[config.mk]
export PLATFORM = sky130hd
export DESIGN_NAME = stim_rx_drv
export DESIGN_NICKNAME = d
export VERILOG_FILES = /design/src/rtl/stim_rx_pkg.sv /design/src/rtl/stim_bit_tmr.sv /design/src/rtl/stim_rx_drv.sv
export SDC_FILE = /design/constraint.sdc
export NUM_CORES = 1
export LEC_CHECK = 0
export ABC_AREA = 1
export BUFFER_PORTS_ARGS = -buffer_cell sky130_fd_sc_hd__buf_2
export CORE_UTILIZATION = 40
export DETAILED_ROUTE_END_ITERATION = 12
export GPL_TIMING_DRIVEN = 0
export SYNTH_ARGS = -nofsm -noshare
export SYNTH_HDL_FRONTEND = slang
export SYNTH_SLANG_ARGS = --single-unit
export TNS_END_PERCENT = 10
[constraint.sdc]
create_clock -name REF_CLK -period 1.8 [get_ports REF_CLK]
set_input_delay 0.27 -clock REF_CLK [delete_from_list [all_inputs] [get_ports REF_CLK]]
set_output_delay 0.27 -clock REF_CLK [all_outputs]
set_load 0.1 [all_outputs]
[src/rtl/stim_rx_pkg.sv]
// Shared types and line levels for the stim_rx_drv UART-style frame driver.
// Optional macro: STIM_RX_DRV_PARITY_EN adds the PARITY state to the enum.
package stim_rx_pkg;

  typedef enum logic [2:0] {
    IDLE   = 3'd0,
    START  = 3'd1,
    DATA   = 3'd2,
`ifdef STIM_RX_DRV_PARITY_EN
    PARITY = 3'd3,
`endif
    STOP   = 3'd4
  } state_t;

  localparam logic IDLE_LEVEL  = 1'b1;
  localparam logic START_LEVEL = 1'b0;
  localparam logic STOP_LEVEL  = 1'b1;

endpackage

[src/rtl/stim_bit_tmr.sv]
// Bit-period timer: counts 0..prescale-1 while running and pulses bit_end on
// the last cycle of each bit. A prescale of 0 is stretched to 1 cycle.
// load holds the counter at zero (used while the driver is idle).
module stim_bit_tmr #(
  parameter int PRESCALE_W = 6
) (
  input  logic                  clk,
  input  logic                  rst,
  input  logic                  load,
  input  logic [PRESCALE_W-1:0] prescale,
  output logic                  bit_end
);

  logic [PRESCALE_W-1:0] cnt;
  logic [PRESCALE_W-1:0] last;

  // Terminal count; zero prescale behaves like one cycle per bit
  always_comb begin
    last = '0;
    if (prescale != '0) last = prescale - PRESCALE_W'(1);
  end

  assign bit_end = !load && (cnt == last);

  // Cycle counter within the current bit, restarting at every bit boundary
  always_ff @(posedge clk) begin
    if (rst || load) begin
      cnt <= '0;
    end else if (bit_end) begin
      cnt <= '0;
    end else begin
      cnt <= cnt + PRESCALE_W'(1);
    end
  end

endmodule

[src/rtl/stim_rx_drv.sv]
// Serial frame driver feeding a UART receiver under test: start bit, data
// LSB first, optional parity, stop bit, each held for the latched PRESCALE.
// Optional macro: STIM_RX_DRV_PARITY_EN enables the parity bit (PAR_EN /
// PAR_TYP); without it those ports are ignored and frames carry no parity.
// Handshake: TX_VLD is a request sampled only in IDLE (BUSY=0); requests while
// BUSY=1, including the DONE cycle, are dropped rather than queued.
module stim_rx_drv
  import stim_rx_pkg::*;
#(
  parameter int DATA_WIDTH = 8,
  parameter int PRESCALE_W = 6
) (
  input  logic                  REF_CLK,
  input  logic                  RST_REF,
  input  logic [DATA_WIDTH-1:0] TX_IN,
  input  logic                  TX_VLD,
  input  logic [PRESCALE_W-1:0] PRESCALE,
  input  logic                  PAR_EN,
  input  logic                  PAR_TYP,
  output logic                  S_DATA,
  output logic                  BUSY,
  output logic                  DONE
);

  localparam int IDX_W = (DATA_WIDTH > 1) ? $clog2(DATA_WIDTH) : 1;

  state_t                state;
  state_t                state_nxt;
  logic [DATA_WIDTH-1:0] shreg;
  logic [PRESCALE_W-1:0] ps_q;
  logic [IDX_W-1:0]      bit_idx;
  logic                  bit_end;
  logic                  accept;
  logic                  last_bit;

`ifdef STIM_RX_DRV_PARITY_EN
  logic par_en_q;
  logic par_bit_q;
`else
  logic unused_par;
  assign unused_par = PAR_EN ^ PAR_TYP;
`endif

  assign accept   = (state == IDLE) && TX_VLD;
  assign last_bit = (bit_idx == IDX_W'(DATA_WIDTH - 1));

  stim_bit_tmr #(
    .PRESCALE_W (PRESCALE_W)
  ) u_tmr (
    .clk      (REF_CLK),
    .rst      (RST_REF),
    .load     (state == IDLE),
    .prescale (ps_q),
    .bit_end  (bit_end)
  );

  // State register
  always_ff @(posedge REF_CLK) begin
    if (RST_REF) state <= IDLE;
    else         state <= state_nxt;
  end

  // Next-state decode and line/status outputs
  always_comb begin
    state_nxt = state;
    S_DATA    = IDLE_LEVEL;
    BUSY      = 1'b1;
    DONE      = 1'b0;
    case (state)
      IDLE: begin
        BUSY = 1'b0;
        if (TX_VLD) state_nxt = START;
      end
      START: begin
        S_DATA = START_LEVEL;
        if (bit_end) state_nxt = DATA;
      end
      DATA: begin
        S_DATA = shreg[0];
        if (bit_end && last_bit) begin
`ifdef STIM_RX_DRV_PARITY_EN
          state_nxt = par_en_q ? PARITY : STOP;
`else
          state_nxt = STOP;
`endif
        end
      end
`ifdef STIM_RX_DRV_PARITY_EN
      PARITY: begin
        S_DATA = par_bit_q;
        if (bit_end) state_nxt = STOP;
      end
`endif
      STOP: begin
        S_DATA = STOP_LEVEL;
        if (bit_end) begin
          DONE      = 1'b1;
          state_nxt = IDLE;
        end
      end
      default: begin
        BUSY      = 1'b0;
        state_nxt = IDLE;
      end
    endcase
  end

  // Frame latches and data shifter; inputs are only looked at on acceptance
  always_ff @(posedge REF_CLK) begin
    if (RST_REF) begin
      shreg   <= '0;
      ps_q    <= '0;
      bit_idx <= '0;
`ifdef STIM_RX_DRV_PARITY_EN
      par_en_q  <= 1'b0;
      par_bit_q <= 1'b0;
`endif
    end else if (accept) begin
      shreg   <= TX_IN;
      ps_q    <= PRESCALE;
      bit_idx <= '0;
`ifdef STIM_RX_DRV_PARITY_EN
      par_en_q  <= PAR_EN;
      par_bit_q <= (^TX_IN) ^ PAR_TYP;
`endif
    end else if ((state == DATA) && bit_end) begin
      shreg   <= shreg >> 1;
      bit_idx <= last_bit ? '0 : bit_idx + IDX_W'(1);
    end
  end

endmodule

==> flow_metrics.env <==
export IMPL_status="finished, violations left"
export IMPL_violations="setup timing"
export IMPL_fin_area_mm2=0.00180
export IMPL_reg2reg_to="shreg[7]"
export IMPL_min_path_type="input pin to flop"
export IMPL_crit_type="flop to primary output"
export IMPL_initial_utilization=0.419
export IMPL_io_buffers=18
export IMPL_synth_seq_area_share=0.372
export IMPL_worst_slew_pin_slew_ns=0.432
export IMPL_postPlaceCellArea_mm2=0.00156
export IMPL_cts_tree="built"
export IMPL_synth_seq_cells=26
export IMPL_syn_inst=216
export IMPL_grt_pass1_wl_um=4750
export IMPL_place_gp_congestion=0.771
export IMPL_reg2reg_slack_ns=-0.16
export IMPL_dieArea_mm2=0.00373
export IMPL_rr_startpoint="ps_q[0]"
export IMPL_critPathRequiredTime_ns=1.53
export IMPL_dpl_hpwl_um=2010
export IMPL_synth_fp_nets=239
export IMPL_die_h_um=61.1
export IMPL_worstHoldPathCells=3
export IMPL_clk_latency_ns=0.33
export IMPL_final_cells=290
export IMPL_viasPerCell=4.74
export IMPL_crit_arrival_ns=1.88
export IMPL_clock_root_buffer="clkbuf_4"
export IMPL_coreArea_mm2=0.00334
export IMPL_critPathCaptureType="primary output"
export IMPL_slew_headroom=0.712
export IMPL_ant_nets=0
export IMPL_worstRegToRegCells=14
export IMPL_grt_pass1_vias=1091
export IMPL_h_tree_depth=1
export IMPL_post_route_min_period_ns=2.15
export IMPL_vdd_drop_max_mv=0.556
export IMPL_clock_skew_ns=0.0172
export IMPL_wl_met2_um=1440
export IMPL_power_per_cell_area_mw_per_mm2=1600
export IMPL_holdPathEnd="ps_q[5]"
export IMPL_fin_nets=268
export IMPL_cp_start_kind="flop"
export IMPL_cts_sinks=26
export IMPL_final_core_util=0.539
export IMPL_first_iter_violations=76
export IMPL_die_w_um=61.1
export IMPL_hold_viol_final=0
export IMPL_synth_top_area_frac=0.372
export IMPL_drv_slew=0
export IMPL_ios=22
export IMPL_yosys_warnings=0
export IMPL_vias=1376
export IMPL_dp_cells=280
export IMPL_antenna_found_initial=0
export IMPL_num_rows=21
export IMPL_postLayoutSetupSlackWorst_ns=-0.348
export IMPL_fmax_ghz=0.466
export IMPL_drc=0
export IMPL_wl_met3_um=159
export IMPL_wl_met1_um=1460
export IMPL_hold_path_startpoint="PRESCALE[5]"
export IMPL_grt_max_degree=16
export IMPL_drv_cap=0
export IMPL_cts_buffers=3
export IMPL_track_usage=0.171
export IMPL_cts_buffer_depth=2
export IMPL_drive_above_1_share=0.246
export IMPL_ys_types=22
export IMPL_synth_area_leaders="dfxtp_1 37%, nand2_1 21%, a21oi_1 6.1%"
export IMPL_dr_pass1_iters=4
export IMPL_finalCritPeriodShare=1.19
export IMPL_cts_clk_slew_worst_paths_ns=0.16
export IMPL_rsz0062_at_grt="yes"
export IMPL_finalSetupViolations=14
export IMPL_maxUsedRoutingLayer="met4"
export IMPL_diodes=0
export IMPL_routedWlPerCell_um=10.6
export IMPL_dpl_worst_slack_ns=-0.523
export IMPL_syn_area_per_cell_um2=6.47
export IMPL_drt_total_wl_um=3080
export IMPL_syn_to_final_growth_pct=28.6
export IMPL_critPathMaxFanout=5
export IMPL_p_leak_nw=0.829
export IMPL_synth_area_mm2=0.00140
export IMPL_cts_hold_buf=0
export IMPL_synth_area_leader_cell="dfxtp_1"
export IMPL_grt_ovfl_total=0
## power by group
group	leakage, nW	internal (mW)	switching, mW
combinational	0.588	0.594	1.07
sequential	0.214	0.694	0.110
clock	0.0279	0.225	0.187
## registers in the layout, summed over array words and instances, names as in the netlist
signal / flops
ps_q: 6
state: 3
bit_idx: 3
u_tmr.cnt: 6
shreg: 8
## cell usage in the layout, fill, tap and decap left out, drive strengths merged
cell,instances
xor2,3
a21oi,17
bufinv,1
nand4,1
o21ai,9
nand2,79
inv,21
nor3,3
nor3b,1
ha,4
nor2,24
clkbuf,6
buf,26
nand3,19
dfxtp,26
nand3b,4
## metrics by stage
| stage | power (mW) | setup TNS (ns) | hold slack, ns |
|---|---|---|---|
| 2_1_floorplan | 1.84 | -0.283 | 0.405 |
| 3_3_place_gp | 2.07 | -4.72 | 0.453 |
| 3_5_place_dp | 2.06 | -4.42 | 0.453 |
| 4_1_cts | 2.78 | -0.479 | 0.137 |
| 5_1_grt | 3.10 | -3.18 | 0.152 |
| 6_report | 2.88 | -1.76 | 0.145 |
## area by class of cell
| class | instances | area (µm²) |
|---|---|---|
| Clock inverter | 1 | 30.0 |
| Buffer | 5 | 21.3 |
| Timing Repair Buffer | 24 | 166 |
| Sequential cell | 26 | 526 |
| Multi-Input combinational cell | 164 | 888 |
| Fill cell | 335 | 1540 |
| Inverter | 21 | 86.3 |
| Clock buffer | 3 | 22.5 |
| Tap cell | 46 | 57.6 |
## critical path, stage by stage (launching register included)
cell and delay, ns:
dfxtp_2 0.36, inv_4 0.08, ha_4 0.18, xor2_2 0.19, nand2_1 0.07, nand2_1 0.07
nand3_2 0.09, nor2_4 0.15, nand2_4 0.07, nor2_4 0.10, buf_12 0.18
## routing by layer
| metal | up-vias | track usage |
|---|---|---|
| li1 | 742 | - |
| met3 | 2 | 0.0189 |
| met4 | 0 | 0.0682 |
| met2 | 33 | 0.267 |
| met1 | 599 | 0.241 |
| met5 | - | 0 |
## kinds of logic (layout without fill, tap and decap cells)
kind of cell	Yosys count	count (layout)	share of synthesized area
compound gates	26	26	0.0958
fa+ha+maj	4	4	0.0358
xor+xnor	3	3	0.0188
simple gates	131	131	0.406
flops	26	26	0.372
buf+inv	26	54	0.0707
## worst max-delay path by stage
| stage | start | to | slack [ns] | depth (start not counted) |
|---|---|---|---|---|
| after global placement | ps_q[0] | DONE | -0.54 | 11 |
| after global routing | ps_q[0] | DONE | -0.43 | 10 |
| after detailed placement | ps_q[0] | DONE | -0.52 | 11 |
| after CTS | ps_q[0] | DONE | -0.34 | 11 |
| final | ps_q[0] | DONE | -0.35 | 10 |
| after floorplan | ps_q[0] | DONE | -0.28 | 9 |
## Yosys cell counts
library cell and n:
inv_2 1, nand3b_1 4, xor2_1 3, nand2_1 78, nor2_2 4, nor3_1 3, inv_1 20, nand3_1 17
o21ai_2 1, clkbuf_1 3, nor3b_1 1, ha_1 4, o21ai_0 7, buf_1 1, nand2_4 1, o21ai_1 1
dfxtp_1 26, nand4_1 1, nand3_2 2, nor2_1 20, buf_2 1, a21oi_1 17
## repair_timing
item | in CTS | in global routing
buffers inserted | 5 | 1
gates resized for setup | 27 | 14
pin swaps | 7 | 5
endpoints found under the setup margin | 23 | 26
No activity file was read; power rests on OpenSTA's default activity.
